`src/rtl/pwm_monitor_pkg.sv`:
```
`timescale 1ns/1ps
// Shared definitions for pwm_monitor: FSM state encoding, counter width default and mode width.
package pwm_monitor_pkg;

  localparam int CNT_W_DEFAULT = 16;
  localparam int MODE_W        = 4;

  typedef enum logic [1:0] {
    ST_IDLE = 2'd0,
    ST_HIGH = 2'd1,
    ST_LOW  = 2'd2
  } state_e;

endpackage

```
`src/rtl/pwm_monitor_edge_detect.sv`:
```
`timescale 1ns/1ps
// pwm_edge_detect: two-stage sampler of the pwm waveform (pwm_q, pwm_qq) and
// registered one-cycle rise/fall strobes derived from the two stages.
module pwm_edge_detect (
  input  logic clk,
  input  logic rst,
  input  logic pwm,
  output logic rise,
  output logic fall
);

  logic pwm_q, pwm_d;
  logic pwm_qq, pwm_qq_d;
  logic rise_q, rise_d;
  logic fall_q, fall_d;

  // The strobes are registered so the FSM acts on the edge exactly one
  // cycle after pwm_qq takes the new level.
  always_comb begin
    pwm_d    = pwm;
    pwm_qq_d = pwm_q;
    rise_d   = pwm_q & ~pwm_qq;
    fall_d   = ~pwm_q & pwm_qq;
  end

  always_ff @(posedge clk) begin
    if (rst) begin
      pwm_q  <= 1'b0;
      pwm_qq <= 1'b0;
      rise_q <= 1'b0;
      fall_q <= 1'b0;
    end else begin
      pwm_q  <= pwm_d;
      pwm_qq <= pwm_qq_d;
      rise_q <= rise_d;
      fall_q <= fall_d;
    end
  end

  assign rise = rise_q;
  assign fall = fall_q;

endmodule

```
`src/rtl/pwm_monitor.sv`:
```
`timescale 1ns/1ps
// pwm_monitor: measures high-phase and rising-to-rising period of pwm in clk cycles,
// tagged with the generator mode. Define PWM_MONITOR_TIMEOUT_EN to report edge-less waveforms.
module pwm_monitor
  import pwm_monitor_pkg::*;
#(
  parameter int          CNT_W   = CNT_W_DEFAULT,
  parameter int unsigned TIMEOUT = 16'hFFFF
) (
  input  logic              clk,
  input  logic              rst,
  input  logic              pwm,
  input  logic [MODE_W-1:0] mode,
  output logic              meas_valid,
  input  logic              meas_ready,
  output logic [CNT_W-1:0]  high_cnt,
  output logic [CNT_W-1:0]  period_cnt,
  output logic [MODE_W-1:0] meas_mode,
  output logic              sat,
  output logic              overrun,
  output logic              stuck
);

  localparam logic [CNT_W-1:0] CNT_MAX     = '1;
  localparam logic [CNT_W-1:0] CNT_ONE     = CNT_W'(1);
  localparam logic [CNT_W-1:0] TIMEOUT_CNT = CNT_W'(TIMEOUT);

  logic rise, fall;

  state_e              state_q, state_d;
  logic [CNT_W-1:0]    cnt_q, cnt_d;
  logic [CNT_W-1:0]    hi_cap_q, hi_cap_d;
  logic [MODE_W-1:0]   cur_mode_q, cur_mode_d;
  logic                sat_int_q, sat_int_d;

  logic                meas_valid_q, meas_valid_d;
  logic [CNT_W-1:0]    high_cnt_q, high_cnt_d;
  logic [CNT_W-1:0]    period_cnt_q, period_cnt_d;
  logic [MODE_W-1:0]   meas_mode_q, meas_mode_d;
  logic                sat_q, sat_d;
  logic                overrun_q, overrun_d;
  logic                stuck_q, stuck_d;

  logic                pub;
  logic [CNT_W-1:0]    pub_high, pub_period;
  logic                pub_sat, pub_stuck;
  logic                cnt_at_max;
  logic [CNT_W-1:0]    cnt_inc;
  logic                mode_changed;
  logic                timeout_hit;
  logic                accept;

  pwm_edge_detect u_edge (
    .clk  (clk),
    .rst  (rst),
    .pwm  (pwm),
    .rise (rise),
    .fall (fall)
  );

  assign cnt_at_max   = (cnt_q == CNT_MAX);
  assign cnt_inc      = cnt_at_max ? cnt_q : cnt_q + CNT_ONE;
  assign mode_changed = (mode != cur_mode_q);
  assign accept       = meas_valid_q & meas_ready;

`ifdef PWM_MONITOR_TIMEOUT_EN
  // Compared at full width so a TIMEOUT beyond the counter range never fires.
  assign timeout_hit = (32'(cnt_q) == TIMEOUT);
`else
  assign timeout_hit = 1'b0;
`endif

  // Measurement FSM: produces at most one publish request per cycle.
  always_comb begin
    state_d    = state_q;
    cnt_d      = cnt_q;
    hi_cap_d   = hi_cap_q;
    cur_mode_d = cur_mode_q;
    sat_int_d  = sat_int_q;
    pub        = 1'b0;
    pub_high   = hi_cap_q;
    pub_period = cnt_q;
    pub_sat    = sat_int_q;
    pub_stuck  = 1'b0;
    case (state_q)
      ST_IDLE: begin
        if (rise) begin
          cnt_d      = CNT_ONE;
          cur_mode_d = mode;
          sat_int_d  = 1'b0;
          state_d    = ST_HIGH;
        end
      end
      ST_HIGH: begin
        if (mode_changed) begin
          state_d = ST_IDLE;
        end else if (fall) begin
          hi_cap_d  = cnt_q;
          cnt_d     = cnt_inc;
          sat_int_d = sat_int_q | cnt_at_max;
          state_d   = ST_LOW;
        end else if (timeout_hit) begin
          pub        = 1'b1;
          pub_high   = TIMEOUT_CNT;
          pub_period = TIMEOUT_CNT;
          pub_stuck  = 1'b1;
          state_d    = ST_IDLE;
        end else begin
          cnt_d     = cnt_inc;
          sat_int_d = sat_int_q | cnt_at_max;
        end
      end
      ST_LOW: begin
        if (mode_changed) begin
          state_d = ST_IDLE;
        end else if (rise) begin
          pub        = 1'b1;
          cnt_d      = CNT_ONE;
          cur_mode_d = mode;
          sat_int_d  = 1'b0;
          state_d    = ST_HIGH;
        end else if (timeout_hit) begin
          pub        = 1'b1;
          pub_period = TIMEOUT_CNT;
          pub_stuck  = 1'b1;
          state_d    = ST_IDLE;
        end else begin
          cnt_d     = cnt_inc;
          sat_int_d = sat_int_q | cnt_at_max;
        end
      end
      default: state_d = ST_IDLE;
    endcase
  end

  // Result holding register: a publish lands only if the slot is empty or
  // being emptied this cycle; otherwise it is dropped and flagged.
  always_comb begin
    meas_valid_d = meas_valid_q;
    high_cnt_d   = high_cnt_q;
    period_cnt_d = period_cnt_q;
    meas_mode_d  = meas_mode_q;
    sat_d        = sat_q;
    stuck_d      = stuck_q;
    overrun_d    = overrun_q;
    if (accept) begin
      meas_valid_d = 1'b0;
      overrun_d    = 1'b0;
    end
    if (pub) begin
      if (!meas_valid_q || meas_ready) begin
        meas_valid_d = 1'b1;
        high_cnt_d   = pub_high;
        period_cnt_d = pub_period;
        meas_mode_d  = cur_mode_q;
        sat_d        = pub_sat;
        stuck_d      = pub_stuck;
      end else begin
        overrun_d = 1'b1;
      end
    end
  end

  always_ff @(posedge clk) begin
    if (rst) begin
      state_q      <= ST_IDLE;
      cnt_q        <= '0;
      hi_cap_q     <= '0;
      cur_mode_q   <= '0;
      sat_int_q    <= 1'b0;
      meas_valid_q <= 1'b0;
      high_cnt_q   <= '0;
      period_cnt_q <= '0;
      meas_mode_q  <= '0;
      sat_q        <= 1'b0;
      overrun_q    <= 1'b0;
      stuck_q      <= 1'b0;
    end else begin
      state_q      <= state_d;
      cnt_q        <= cnt_d;
      hi_cap_q     <= hi_cap_d;
      cur_mode_q   <= cur_mode_d;
      sat_int_q    <= sat_int_d;
      meas_valid_q <= meas_valid_d;
      high_cnt_q   <= high_cnt_d;
      period_cnt_q <= period_cnt_d;
      meas_mode_q  <= meas_mode_d;
      sat_q        <= sat_d;
      overrun_q    <= overrun_d;
      stuck_q      <= stuck_d;
    end
  end

  assign meas_valid = meas_valid_q;
  assign high_cnt   = high_cnt_q;
  assign period_cnt = period_cnt_q;
  assign meas_mode  = meas_mode_q;
  assign sat        = sat_q;
  assign overrun    = overrun_q;
  assign stuck      = stuck_q;

endmodule
```
`config.mk`:
```
export PLATFORM = sky130hd
export DESIGN_NAME = pwm_monitor
export DESIGN_NICKNAME = d
export VERILOG_FILES = /design/src/rtl/pwm_monitor_pkg.sv /design/src/rtl/pwm_monitor_edge_detect.sv /design/src/rtl/pwm_monitor.sv
export SDC_FILE = /design/constraint.sdc
export NUM_CORES = 1
export LEC_CHECK = 0
export ABC_AREA = 1
export CELL_PAD_IN_SITES_DETAIL_PLACEMENT = 0
export CELL_PAD_IN_SITES_GLOBAL_PLACEMENT = 1
export CORE_ASPECT_RATIO = 1.25
export CORE_MARGIN = 8
export CORE_UTILIZATION = 42
export DETAILED_ROUTE_END_ITERATION = 8
export GPL_TIMING_DRIVEN = 0
export PLACE_DENSITY = 0.87
export SETUP_SLACK_MARGIN = 0.02
export SYNTH_ARGS = -nofsm -noshare
export SYNTH_HDL_FRONTEND = slang
export SYNTH_HIERARCHICAL = 1
export SYNTH_SLANG_ARGS = --single-unit
```
`constraint.sdc`:
```
create_clock -name clk -period 4.5 [get_ports clk]
set_input_delay 0.9 -clock clk [delete_from_list [all_inputs] [get_ports clk]]
set_output_delay 0.9 -clock clk [all_outputs]
set_load 0.03 [all_outputs]
```
# After elaboration in Yosys (flattened, before gate mapping)

Index checks and enable logic that the tools add are counted.

Add/subtract/negate cells: 1
$mul: 0
Div/mod/pow operators: 0
Order comparisons: 0
Eq/ne operators: 8
Shift operators: 0
Mux-type cells: 28
Bitwise operators: 7
Reduce and logical (&&, ||, !) cells: 9

Operators by type and width:

| operator                                                                 | number |
|---|---|
| 16-bit two-way mux                                                       | 5 |
| 16-bit one-hot mux with 3 select lines                                   | 1 |
| 16-bit by 1-bit adder with 16-bit output (second input constant)         | 1 |
| 16-bit equality test (second input constant)                             | 1 |
| 1-bit two-way mux                                                        | 13 |
| 2-bit two-way mux                                                        | 4 |
| 4-bit two-way mux                                                        | 2 |
| 4-bit one-hot mux with 2 select lines                                    | 1 |
| 2-bit one-hot mux with 3 select lines                                    | 1 |
| 2-bit inequality test (second input constant)                            | 2 |
| 4-bit inequality test                                                    | 1 |
| 2-bit AND reduction                                                      | 2 |
| 4-bit AND reduction                                                      | 1 |
| 1-bit bitwise AND                                                        | 3 |
| 3-bit by 2-bit inequality test with 1-bit output (second input constant) | 1 |
| 1-bit NOT                                                                | 3 |
| 1-bit one-hot mux with 3 select lines                                    | 1 |
| 3-bit AND reduction                                                      | 1 |
| 3-bit nonzero test                                                       | 1 |
| 2-bit by 1-bit equality test with 1-bit output (second input constant)   | 1 |
| 2-bit equality test (second input constant)                              | 1 |
| 2-bit logical NOT                                                        | 1 |
| 2-bit by 1-bit inequality test with 1-bit output (second input constant) | 1 |
| 2-bit nonzero test                                                       | 1 |
| other kinds (3)                                                          | 3 |

Register bits: 82
Latch bits: 0
RAM bits: 0
Bits in read-only memories: 0
Input port bits: 8
Output and inout bits: 40
Logic and storage cells: 68
Memories: 0

# Logic depth before layout (Yosys ltp)

Word-level depth: 5
Gate-level depth with buffers: 12
Depth with buffers taken out: 12

# By module

Netlist, hierarchy kept.

By module, submodules not included:

| module          | times used | cells each | area an instance (sq um) | seq. area each (sq um) |
|---|---|---|---|---|
| pwm_monitor     | 1          | 469        | 3,425.8                  | 1,561.5 |
| pwm_edge_detect | 1          | 12         | 112.6                    | 80.1 |

# Worst setup path before layout

No wires, ideal clock.

Path type: input-to-reg
From: input mode[1]
To: register cnt_q[0]
Setup time: 0.115 ns
Arrival: 1.933 ns
Data required time: 4.385 ns
Setup slack: 2.452 ns
Cell stages on the path: 12
Path buffers: 1
Path through: inv_1 > nand2_1 > nand2_1 > nor2_2 > nand2_4 > a21oi_4 > nand2_4 > clkinv_2 > buf_6 > nand3_1 > nor2_1 > nor2_1

Longest elaborated chain between the ends: 3
Elaborated cells on any way between the ends: 4
Classes of those cells: eq/ne (3); reduce/logical (1)

RTL lines:

| element                         | line               | source |
|---|---|---|
| start: declaration              | pwm_monitor.sv:13  | `input logic [MODE_W-1:0] mode,` |
| 4-bit inequality test *         | pwm_monitor.sv:63  | `assign mode_changed = (mode != cur_mode_q);` |
| 2-bit inequality test (no line) | -                  |  |
| 4-bit AND reduction (no line) * | -                  |  |
| end signal: assignment          | pwm_monitor.sv:180 | `cnt_q <= cnt_d;` |
| end: declaration                | pwm_monitor.sv:31  | `logic [CNT_W-1:0] cnt_q, cnt_d;` |

Mark *: on every way between the ends. The rest lies on a longest branch, timed or not.
A chain may end at the register's enable or synchronous reset.

==> out/metrics.csv <==
stage,metric,value,unit
route,number of remaining DRC errors,0,
setup_path,worst path required time,4.74,ns
cts,cts repair resizes,0,
synth,number of synthesized register bits,82,
floorplan,Die Height,119,µm
synth,Synth Net Count,494,
setup_path,Worst Path Max Fanout,10,
place,hpwl dp,6750,µm
sta,Setup Skew,0.00834,ns
cts,CTS Buf Count,9,
cells_and_area,FILL cells,813,
place,Place WS,1.60,ns
cells_and_area,Ant. Diodes,0,
synth,Synth Instances,481,
cts,clk_lat worst skew,0.35,ns
power_and_ir_drop,leak pwr,1.67,nW
cts,H-tree levels,3,
job,max_cap viols,0,
sta,final setup vio count,0,
setup_path,FF-to-FF setup slack,2.44,ns
synth,post-synthesis sequential area ratio,46.4,%
route,DR pass1 iterations,5,
cells_and_area,fraction of layout instances using a drive strength above 1,9.39,%
cts,CTS tree,yes,
floorplan,FP Rows,37,
route,Wirelength per Cell,14.0,µm
route,Vias/cell,5.01,
cts,Post-CTS Hold Buffers,0,
cells_and_area,area of the multi-input gates,0.00159,mm²
global_route,first-pass GRT wire length,15200,µm
sta,Peak Freq,398,MHz
sta,Final Cycle Share,55.8,%
place,dpl cell area,0.00412,mm²
route,Final ANT Viol Nets,0,
setup_path,critical path cell sequence,"clkdlybuf4s50_1, clkbuf_1, inv_1, clkbuf_1, o21ai_0, a21oi_1",
floorplan,die area,0.0116,mm²
global_route,vias in the first global route,3113,
power_and_ir_drop,pwr/cell area,320,mW/mm²
cts,CTS Buffer Depth,2,
setup_path,Top delay family on crit path,buffers and inverters,
floorplan,Initial Util,43.2,%
setup_path,RR Endpoint,cnt_q[11],
setup_path,CP bufs+invs,4,
cells_and_area,register area,0.00164,mm²
sta,Worst-Margin Slew,0.602,ns
synth,Synth Cell Area,0.00354,mm²
floorplan,I/O pins,48,
setup_path,cell mode on critical path,clkbuf_1,
setup_path,Critical Path Sink Type,flop,
synth,synthesized area per cell,7.36,µm²
hold_path,Hold Path Cell Cnt,1,
cells_and_area,Layout Cells excl Fill,640,
cts,clock root buffer,clkbuf_8,
sta,Fin Setup TNS,0,ns
setup_path,Worst setup SP type,input port,
sta,final hold slack,0.420,ns
setup_path,Reg2Reg Launch Point,cnt_q[0],
cells_and_area,"Net count, final",551,
hold_path,Hold WC Path Type,flop to flop,
global_route,overall routing resource usage,15.9,%
run_status,outcome,finished clean,
cells_and_area,Layout area overhead,22.4,%
sta,Setup WS post-layout,1.99,ns
route,DR iter-0 viols,184,
hold_path,min-delay src,u_edge/pwm_qq,
place,Placed Cells incl. Taps,624,
cells_and_area,fin area,0.00433,mm²
synth,Syn. warnings,6,
sta,max_slew headroom,59.9,%
cts,CTS clock-pin slew for the worst setup and hold paths,0.08,ns
synth,synth unique cells,33,
sta,Final Critical Period,2.51,ns
global_route,largest net degree at the start of global routing,16,
place,Buffers on Ports,46,
global_route,"Remaining Overflow, GRT",0,
hold_path,Hold Crit Endpoint,u_edge/rise,
cts,clk sinks,82,
setup_path,critical path type,input port to flop,
power_and_ir_drop,Max VDD drop,0.000167,V
sta,Final Hold Viols,0,
setup_path,cell with the largest stage delay on the worst path,clkdlybuf4s50_1,
route,drt total wl,8950,µm
setup_path,largest stage delay on the critical path,0.51,ns
sta,Final Max Tran Viols,0,
setup_path,worst-case reg-to-reg path depth,9,
floorplan,core footprint,0.00819,mm²
setup_path,Critical Path AT,2.75,ns
cts,Post-CTS Setup Inserts,0,
place,gpl congestion,0.915,
route,Vias,3209,
sta,RSZ-0062 raised after global routing,false,
floorplan,die width,98.1,µm
setup_path,WP depth,6,
global_route,antenna violations before repair,0,
==> synthesized netlist by cell type, drive strengths merged <==
library cell | instances | area (µm²)
a211oi | 2 | 15.0
a21oi | 56 | 299
ha | 5 | 62.6
nor4 | 1 | 6.26
nand4 | 3 | 18.8
conb | 1 | 3.75
clkinv | 2 | 8.75
o21ai | 55 | 275
buf | 11 | 70.1
inv | 50 | 190
o22ai | 2 | 25.0
nand3 | 33 | 175
o21a | 2 | 15.0
nand2 | 91 | 367
clkbuf | 9 | 33.8
dfxtp | 82 | 1640
nor2 | 70 | 302
nor3 | 6 | 30.0
==> worst reg2reg max path, stage by stage, from the launching register on <==
cell     delay [ns]
dfxtp_1        0.47
ha_1           0.24
nand2_1        0.07
nor2_1         0.27
nand3_2        0.20
nor2_8         0.24
nor2_1         0.07
nand3_1        0.08
nand3_1        0.18
a21oi_1        0.17
==> through the flow <==
stage / power, mW / utilization, %
final: 1.38 / 52.8
after global routing: 1.44 / 52.8
after CTS: 1.40 / 52.8
after detailed placement: 0.837 / 50.3
after global placement: 0.836 / 50.3
after floorplan: 0.810 / -
==> kinds of logic (layout without fill, tap and decap cells) <==
kind of cell    count (synthesis)  count (layout)  share of synthesized area, %
compound gates                117             117                          17.8
fa+ha+maj                       5               5                          1.77
buf+inv                        72             134                          8.56
flops                          82              82                          46.4
other cells                     1               1                         0.106
simple gates                  204             204                          25.4
==> flip-flops by register name, indices dropped and copies added, names as in the netlist <==
signal	count
cnt_q	16
hi_cap_q	16
high_cnt	16
period_cnt	16
cur_mode_q	4
meas_mode	4
state_q	2
meas_valid	1
overrun	1
pub_sat	1
sat	1
u_edge/fall	1
u_edge/pwm_q	1
u_edge/pwm_qq	1
u_edge/rise	1
==> power by group <==
part	internal [mW]	leakage (nW)	total, mW	switching (mW)
logic	0.0268	0.897	0.0831	0.0563
registers	0.731	0.662	0.737	0.00611
clock network	0.280	0.109	0.564	0.284
==> final cells by class <==
cell class | instances | area share (%)
clock buffers | 10 | 3.18
plain buffers | 20 | 2.40
well taps | 97 | 2.80
repair buffers | 46 | 10.6
multi-input cells | 327 | 36.8
clock inverters | 6 | 1.68
inverters | 52 | 4.59
flip-flops and latches | 82 | 37.9
==> how the worst max path moves through the flow <==
stage | start | endpoint | slack (ns)
detailed placement | mode[1] | period_cnt[12] | 1.60
floorplan | mode[1] | cnt_q[0] | 2.45
global route | rst | period_cnt[12] | 1.82
CTS | rst | cnt_q[1] | 1.96
global placement | rst | period_cnt[1] | 1.59
finish | rst | period_cnt[12] | 1.99
==> layer usage <==
metal / up-vias / GRT usage (%) / wire length [µm]
li1: 1674 / - / -
met1: 1452 / 18.1 / 3720
met2: 70 / 27.6 / 4580
met3: 13 / 4.29 / 486
met4: 0 / 6.65 / 161
met5: - / 0 / 0
==> cell usage in the layout (no fill, tap or decap), types with 3 or more instances in the layout <==
master / instances
dfxtp_1: 82
clkbuf_8: 10
nand2_2: 4
o21ai_0: 53
nand2_1: 85
nor3_1: 6
clkbuf_1: 9
inv_1: 45
nor2_1: 64
nor2_2: 3
nand3_1: 31
ha_1: 5
inv_2: 4
nand4_1: 3
clkdlybuf4s50_1: 46
buf_4: 4
buf_2: 5
a21oi_1: 53
(Power assumes the default switching activity.)
